--- src/rtl/uart_loader_pkg.sv ---
// Shared constants and types for the UART program loader.
//   ASCII_* : byte codes understood by the decoder
//   OS_RATE : receiver oversampling factor (sample ticks per bit)
//   rx_state_t : receiver FSM states
package uart_loader_pkg;

  localparam logic [7:0] ASCII_0  = 8'h30;
  localparam logic [7:0] ASCII_1  = 8'h31;
  localparam logic [7:0] ASCII_CR = 8'h0D;
  localparam logic [7:0] ASCII_LF = 8'h0A;

  localparam int unsigned OS_RATE = 16;

  typedef enum logic [2:0] {
    IDLE,
    START,
    DATA,
    PARITY,
    STOP
  } rx_state_t;

endpackage

--- src/rtl/uart_rx_os16.sv ---
// 16x-oversampled UART byte receiver: 2-flop synchroniser, baud tick
// generator and receive FSM. Frame is 8N1, or 8E1 when UART_PARITY_EN is
// defined.
// Ports:
//   clk, reset  : clock, synchronous active-high reset
//   rx          : asynchronous serial line, idle high
//   rx_byte     : last good byte (valid with rx_valid)
//   rx_valid    : one-cycle pulse, rx_byte is a well-framed byte
//   frame_err   : one-cycle pulse, byte dropped (bad stop or parity bit)
module uart_rx_os16
  import uart_loader_pkg::*;
#(
  parameter int unsigned BAUD_DIV = 327
) (
  input  logic       clk,
  input  logic       reset,
  input  logic       rx,
  output logic [7:0] rx_byte,
  output logic       rx_valid,
  output logic       frame_err
);

  localparam int unsigned CW = (BAUD_DIV > 1) ? $clog2(BAUD_DIV) : 1;
  localparam int unsigned TW = $clog2(OS_RATE);
  localparam logic [TW-1:0] MID  = TW'(OS_RATE / 2 - 1);
  localparam logic [TW-1:0] LAST = TW'(OS_RATE - 1);

  logic            rx_meta;
  logic            rx_sync;
  logic [CW-1:0]   baud_ctr;
  logic            tick;
  rx_state_t       state;
  logic [TW-1:0]   tick_cnt;
  logic [2:0]      bit_idx;
  logic [7:0]      shift;
`ifdef UART_PARITY_EN
  logic            par_bad;
`endif

  assign tick = (baud_ctr == CW'(BAUD_DIV - 1));

  // Synchroniser, baud counter and receive FSM; the FSM moves only on ticks.
  always_ff @(posedge clk) begin
    if (reset) begin
      rx_meta   <= 1'b1;
      rx_sync   <= 1'b1;
      baud_ctr  <= '0;
      state     <= IDLE;
      tick_cnt  <= '0;
      bit_idx   <= '0;
      shift     <= '0;
      rx_byte   <= '0;
      rx_valid  <= 1'b0;
      frame_err <= 1'b0;
`ifdef UART_PARITY_EN
      par_bad   <= 1'b0;
`endif
    end else begin
      rx_meta   <= rx;
      rx_sync   <= rx_meta;
      rx_valid  <= 1'b0;
      frame_err <= 1'b0;
      baud_ctr  <= tick ? '0 : baud_ctr + CW'(1);
      if (tick) begin
        case (state)
          IDLE: begin
            if (!rx_sync) begin
              state    <= START;
              tick_cnt <= '0;
            end
          end
          // Re-check the line mid start bit to reject glitches.
          START: begin
            if (tick_cnt == MID) begin
              tick_cnt <= '0;
              bit_idx  <= '0;
              state    <= rx_sync ? IDLE : DATA;
            end else begin
              tick_cnt <= tick_cnt + TW'(1);
            end
          end
          DATA: begin
            if (tick_cnt == LAST) begin
              tick_cnt <= '0;
              shift    <= {rx_sync, shift[7:1]};
              bit_idx  <= bit_idx + 3'd1;
              if (bit_idx == 3'd7) begin
`ifdef UART_PARITY_EN
                state <= PARITY;
`else
                state <= STOP;
`endif
              end
            end else begin
              tick_cnt <= tick_cnt + TW'(1);
            end
          end
`ifdef UART_PARITY_EN
          PARITY: begin
            if (tick_cnt == LAST) begin
              tick_cnt <= '0;
              par_bad  <= (rx_sync != (^shift));
              state    <= STOP;
            end else begin
              tick_cnt <= tick_cnt + TW'(1);
            end
          end
`endif
          STOP: begin
            if (tick_cnt == LAST) begin
              tick_cnt <= '0;
              state    <= IDLE;
`ifdef UART_PARITY_EN
              if (rx_sync && !par_bad) begin
`else
              if (rx_sync) begin
`endif
                rx_byte  <= shift;
                rx_valid <= 1'b1;
              end else begin
                frame_err <= 1'b1;
              end
            end else begin
              tick_cnt <= tick_cnt + TW'(1);
            end
          end
          default: state <= IDLE;
        endcase
      end
    end
  end

endmodule

--- src/rtl/uart_instr_loader.sv ---
// UART program loader: ASCII '0'/'1' stream -> INSTR_W-bit words ->
// DEPTH-entry instruction memory. LF ends a program, pulses start and
// publishes the word count. CR is ignored.
// Optional feature: define UART_PARITY_EN for 8E1 framing.
// Ports:
//   clk, reset : clock, synchronous active-high reset
//   rx         : asynchronous UART line, idle high
//   rd_addr    : instruction read address
//   rd_data    : mem[rd_addr], registered, 1-cycle latency, read-first
//   start      : one-cycle pulse when a program load completes
//   count      : words in last completed program (0..DEPTH)
//   err        : sticky error flag, cleared only by reset
module uart_instr_loader
  import uart_loader_pkg::*;
#(
  parameter int unsigned BAUD_DIV = 327,
  parameter int unsigned INSTR_W  = 13,
  parameter int unsigned DEPTH    = 256,
  localparam int unsigned ADDR_W  = $clog2(DEPTH)
) (
  input  logic                clk,
  input  logic                reset,
  input  logic                rx,
  input  logic [ADDR_W-1:0]   rd_addr,
  output logic [INSTR_W-1:0]  rd_data,
  output logic                start,
  output logic [ADDR_W:0]     count,
  output logic                err
);

  localparam int unsigned BW = $clog2(INSTR_W + 1);

  logic [7:0]         rx_byte;
  logic               rx_valid;
  logic               frame_err;
  logic [INSTR_W-1:0] mem [DEPTH];
  logic [INSTR_W-1:0] shift_reg;
  logic [INSTR_W-1:0] wr_word;
  logic [BW-1:0]      bitcnt;
  logic [ADDR_W:0]    wr_ptr;
  logic               wr_pend;
  logic               mem_we;

  uart_rx_os16 #(
    .BAUD_DIV (BAUD_DIV)
  ) u_rx (
    .clk       (clk),
    .reset     (reset),
    .rx        (rx),
    .rx_byte   (rx_byte),
    .rx_valid  (rx_valid),
    .frame_err (frame_err)
  );

  // A completed word is committed only while the memory still has room.
  assign mem_we = wr_pend && (wr_ptr < (ADDR_W + 1)'(DEPTH));

  // Byte decoder, word assembler and write pointer.
  always_ff @(posedge clk) begin
    if (reset) begin
      shift_reg <= '0;
      wr_word   <= '0;
      bitcnt    <= '0;
      wr_ptr    <= '0;
      wr_pend   <= 1'b0;
      start     <= 1'b0;
      count     <= '0;
      err       <= 1'b0;
    end else begin
      start   <= 1'b0;
      wr_pend <= 1'b0;
      if (frame_err) err <= 1'b1;
      if (wr_pend) begin
        if (mem_we) wr_ptr <= wr_ptr + (ADDR_W + 1)'(1);
        else        err    <= 1'b1;
      end
      if (rx_valid) begin
        case (rx_byte)
          ASCII_0, ASCII_1: begin
            shift_reg <= INSTR_W'({shift_reg, rx_byte == ASCII_1});
            if (bitcnt == BW'(INSTR_W - 1)) begin
              wr_word <= INSTR_W'({shift_reg, rx_byte == ASCII_1});
              wr_pend <= 1'b1;
              bitcnt  <= '0;
            end else begin
              bitcnt <= bitcnt + BW'(1);
            end
          end
          ASCII_CR: ;
          // End of program: any partial word is discarded and flagged.
          ASCII_LF: begin
            start  <= 1'b1;
            count  <= wr_ptr;
            wr_ptr <= '0;
            bitcnt <= '0;
            if (bitcnt != '0) err <= 1'b1;
          end
          default: err <= 1'b1;
        endcase
      end
    end
  end

  // Instruction memory write port (contents survive reset).
  always_ff @(posedge clk) begin
    if (mem_we) mem[wr_ptr[ADDR_W-1:0]] <= wr_word;
  end

  // Registered read port; same-cycle write returns old data.
  always_ff @(posedge clk) begin
    if (reset) rd_data <= '0;
    else       rd_data <= mem[rd_addr];
  end

endmodule

--- config.mk ---
export PLATFORM = sky130hd
export DESIGN_NAME = uart_instr_loader
export DESIGN_NICKNAME = d
export VERILOG_FILES = /design/src/rtl/uart_loader_pkg.sv /design/src/rtl/uart_rx_os16.sv /design/src/rtl/uart_instr_loader.sv
export SDC_FILE = /design/constraint.sdc
export NUM_CORES = 2
export LEC_CHECK = 0
export ABC_CLOCK_PERIOD_IN_PS = 4300
export CAP_MARGIN = 20
export CORE_MARGIN = 2
export CORE_UTILIZATION = 45
export CTS_CLUSTER_SIZE = 10
export DETAILED_ROUTE_END_ITERATION = 7
export HOLD_SLACK_MARGIN = 0.12
export PLACE_DENSITY = 0.64
export SLEW_MARGIN = 20
export SYNTH_ARGS = -nofsm -noshare
export SYNTH_HDL_FRONTEND = slang
export SYNTH_HIERARCHICAL = 1
export SYNTH_SLANG_ARGS = --single-unit
--- constraint.sdc ---
create_clock -name clk -period 4.3 [get_ports clk]
set_input_delay 0.86 -clock clk [delete_from_list [all_inputs] [get_ports clk]]
set_output_delay 0.86 -clock clk [all_outputs]
set_load 0.005 [all_outputs]
==> flow_summary_export.csv <==
group,metric,value,unit
sta,min_period_over_period,87.8,%
synth,synth_nets,6642,
synth,synth_fa_ha_area_share,0.111,%
worst_hold_path,hold_class,"reg -> reg",
power_and_ir_drop,clockPowerShare,42.7,%
clock_tree,cts_buffers,391,
global_routing,grt_first_pass_wirelength,510000,um
sta,finalSetupViolCount,0,
placed_design,portBuffers,34,
clock_tree,clk_latency,910,ps
synth,ys_ff_latch,3430,
placed_design,place_ws,-143,ps
synth,synthFlopType,"edfxtp_1",
global_routing,grt_max_degree,165,
die,die_h,549,um
synth,yosysMostFrequentCell,"edfxtp_1",
finish,largest_reg_flops,3328,
global_routing,grt_antenna_before_repair,15,
global_routing,overflow,0,
sta,tightest_slew,1200,ps
sta,relSlewSlack,20.2,%
global_routing,grt_usage,23.6,%
power_and_ir_drop,p_switching,14.1,mW
sta,fmax,265,MHz
clock_tree,clk_pin_slew_worst_paths,50,ps
power_and_ir_drop,p_int,53.8,mW
routing,vias,69886,
die,start_util,45.3,%
finish,fillerInstances,22840,
power_and_ir_drop,seq_power_share,53.3,%
clock_tree,htree_levels,5,
synth,yosysWarnings,6,
clock_tree,postCtsResizedCells,0,
synth,synth_top_family_by_area,"multiplexers",
synth,synth_seq_area_share,76.4,%
sta,fin_tns_setup,0,ps
setup_path,worstPathRequired,5050,ps
clock_tree,cts_max_path_buffers,4,
setup_path,arrival,4530,ps
sta,rsz0062_at_grt,"false",
synth,synth_area,133000,um2
routing,drtIter0Drc,9398,
synth,async_flop_share,0,%
synth,syn_avg_cell_area,20.2,um2
clock_tree,cts_tree,"done",
clock_tree,cts_hold_buf,0,
synth,ys_top_cells_by_area,"edfxtp_1, mux4_2, mux2i_1",
status,status,"complete, no violations",
placed_design,dp_cells,10784,
synth,synth_top_area_share,74.9,%
sta,skew,47.0,ps
sta,setup_slack,526,ps
synth,yosysTopAreaCell,"edfxtp_1",
finish,fin_area,152000,um2
synth,postSynthCellCount,6620,
synth,synth_edf_count,3328,
placed_design,post-dp-hpwl,224000,um
synth,synth.mux.area_fraction,14.7,%
synth,synth_compound_area_share,3.69,%
clock_tree,post-cts-setup-buffer-count,0,
finish,final_core_util,51.7,%
power_and_ir_drop,ir_worst_vdd,0.000369,V
sta,maxSlewViolCount,0,
setup_path,cp-start-kind,"input port",
finish,syn_to_final_growth,14.0,%
synth,synth-xor-area-share,0.0919,%
placed_design,place_area,141000,um2
clock_tree,clkSinkCount,3430,
sta,hold-worst-slack,418,ps
synth,ys_types,84,
die,die_w,549,um
finish,nets,7280,
power_and_ir_drop,report.power.total,67.9,mW
die,std_cell_rows,199,
routing,ant_nets,0,
routing,route.detailed.drc,0,
setup_path,criticalPathCategory,"in -> reg",
setup_path,cp_max_fo,9,
die,fp.dieArea,301000,um2
synth,ys_top_cells_by_count,"edfxtp_1, mux4_2, mux2i_1, nor2_1, nand2_1",
placed_design,place_congestion,0.895,
power_and_ir_drop,switching_share,20.8,%
die,ios,35,
power_and_ir_drop,p_comb_share,4.0,%
routing,drt_first_pass_iters,6,
power_and_ir_drop,leakage,49.7,nW
finish,drive_gt1_share,23.6,%
sta,min_period,3770,ps
sta,hold_violations,0,
synth,synth-simple-area-share,2.94,%
setup_path,endpoint_kind,"flip-flop",
routing,via_per_inst,6.18,
power_and_ir_drop,power.density,446,nW/um2
die,core-area,295000,um2
global_routing,grt_pass1_vias,68490,
flow_run,maxCapViolations,0,
routing,wl_per_cell,31.8,um
clock_tree,cts-root-buf,"clkbuf_16",
routing,finalWirelength,359000,um
finish,layout.cells.non_filler,11309,
[kinds of logic (layout without fill, tap and decap cells)]
group / count (synthesis) / in the layout
flip-flops: 3430 / 3430
multiplexers: 1163 / 1163
AND/OR/NAND/NOR: 869 / 869
AO/OA/AOI/OAI: 726 / 726
buffers and inverters: 406 / 1171
XOR/XNOR: 14 / 14
adder cells (fa/ha/maj): 12 / 12
other: 0 / 5
[critical path, cell delays in order]
cell and delay (ps):
clkdlybuf4s50_1 1080, nand2_1 280, nor2_1 520, nand2_1 210
a211oi_1 820, nor3_1 170, o2111ai_1 430, o22ai_1 140
[area by class of cell]
cell class / instances / area (um2) / share of cell area (%)
well taps: 3919 / 4900 / 3.22
inverters: 14 / 60.1 / 0.0395
clock buffers: 493 / 10300 / 6.74
repair buffers: 637 / 5660 / 3.72
clock inverters: 27 / 439 / 0.289
diodes: 5 / 12.5 / 0.00822
flip-flops and latches: 3430 / 102000 / 67.0
multi-input cells: 2784 / 28800 / 18.9
[power groups by stage]
stage	clock network, mW	registers (mW)	logic (mW)
global route	30.6	36.1	2.83
detailed placement	0	36.9	2.71
finish	29.0	36.2	2.73
global placement	0	36.9	2.71
CTS	29.4	36.2	2.72
floorplan	0	36.8	1.73
[layer usage]
metal,global-route usage (%),share of wire (%)
met5,0,0.024
met4,8.66,3.8
met3,4.82,10
met2,36.2,46
met1,33.7,40
[cells in the final DEF, fill, tap and decap left out, types with 42 or more instances in the layout]
cell,count
edfxtp_1,3328
mux4_2,617
buf_4,541
mux2i_1,487
clkbuf_16,394
nor2_1,393
nand2_1,204
o22ai_1,143
a21oi_1,136
o221ai_1,124
clkbuf_1,97
o21ai_0,89
dfxtp_1,89
nor3_1,69
buf_12,62
a22oi_1,50
nand3_1,46
a211oi_1,45
mux2_2,42
[path summary, 6_finish.rpt]
kind | endpoint | startpoint | slack, ps | depth (start not counted)
setup / recovery | rd_data[5] | rd_addr[5] | 530 | 8
setup reg to reg | mem[207][12] | wr_pend | 1110 | 5
hold / removal | u_rx/rx_sync | u_rx/rx_meta | 420 | 1
hold reg to reg | u_rx/rx_sync | u_rx/rx_meta | 420 | 1
Note: power is estimated with default switching activity, not from simulation.
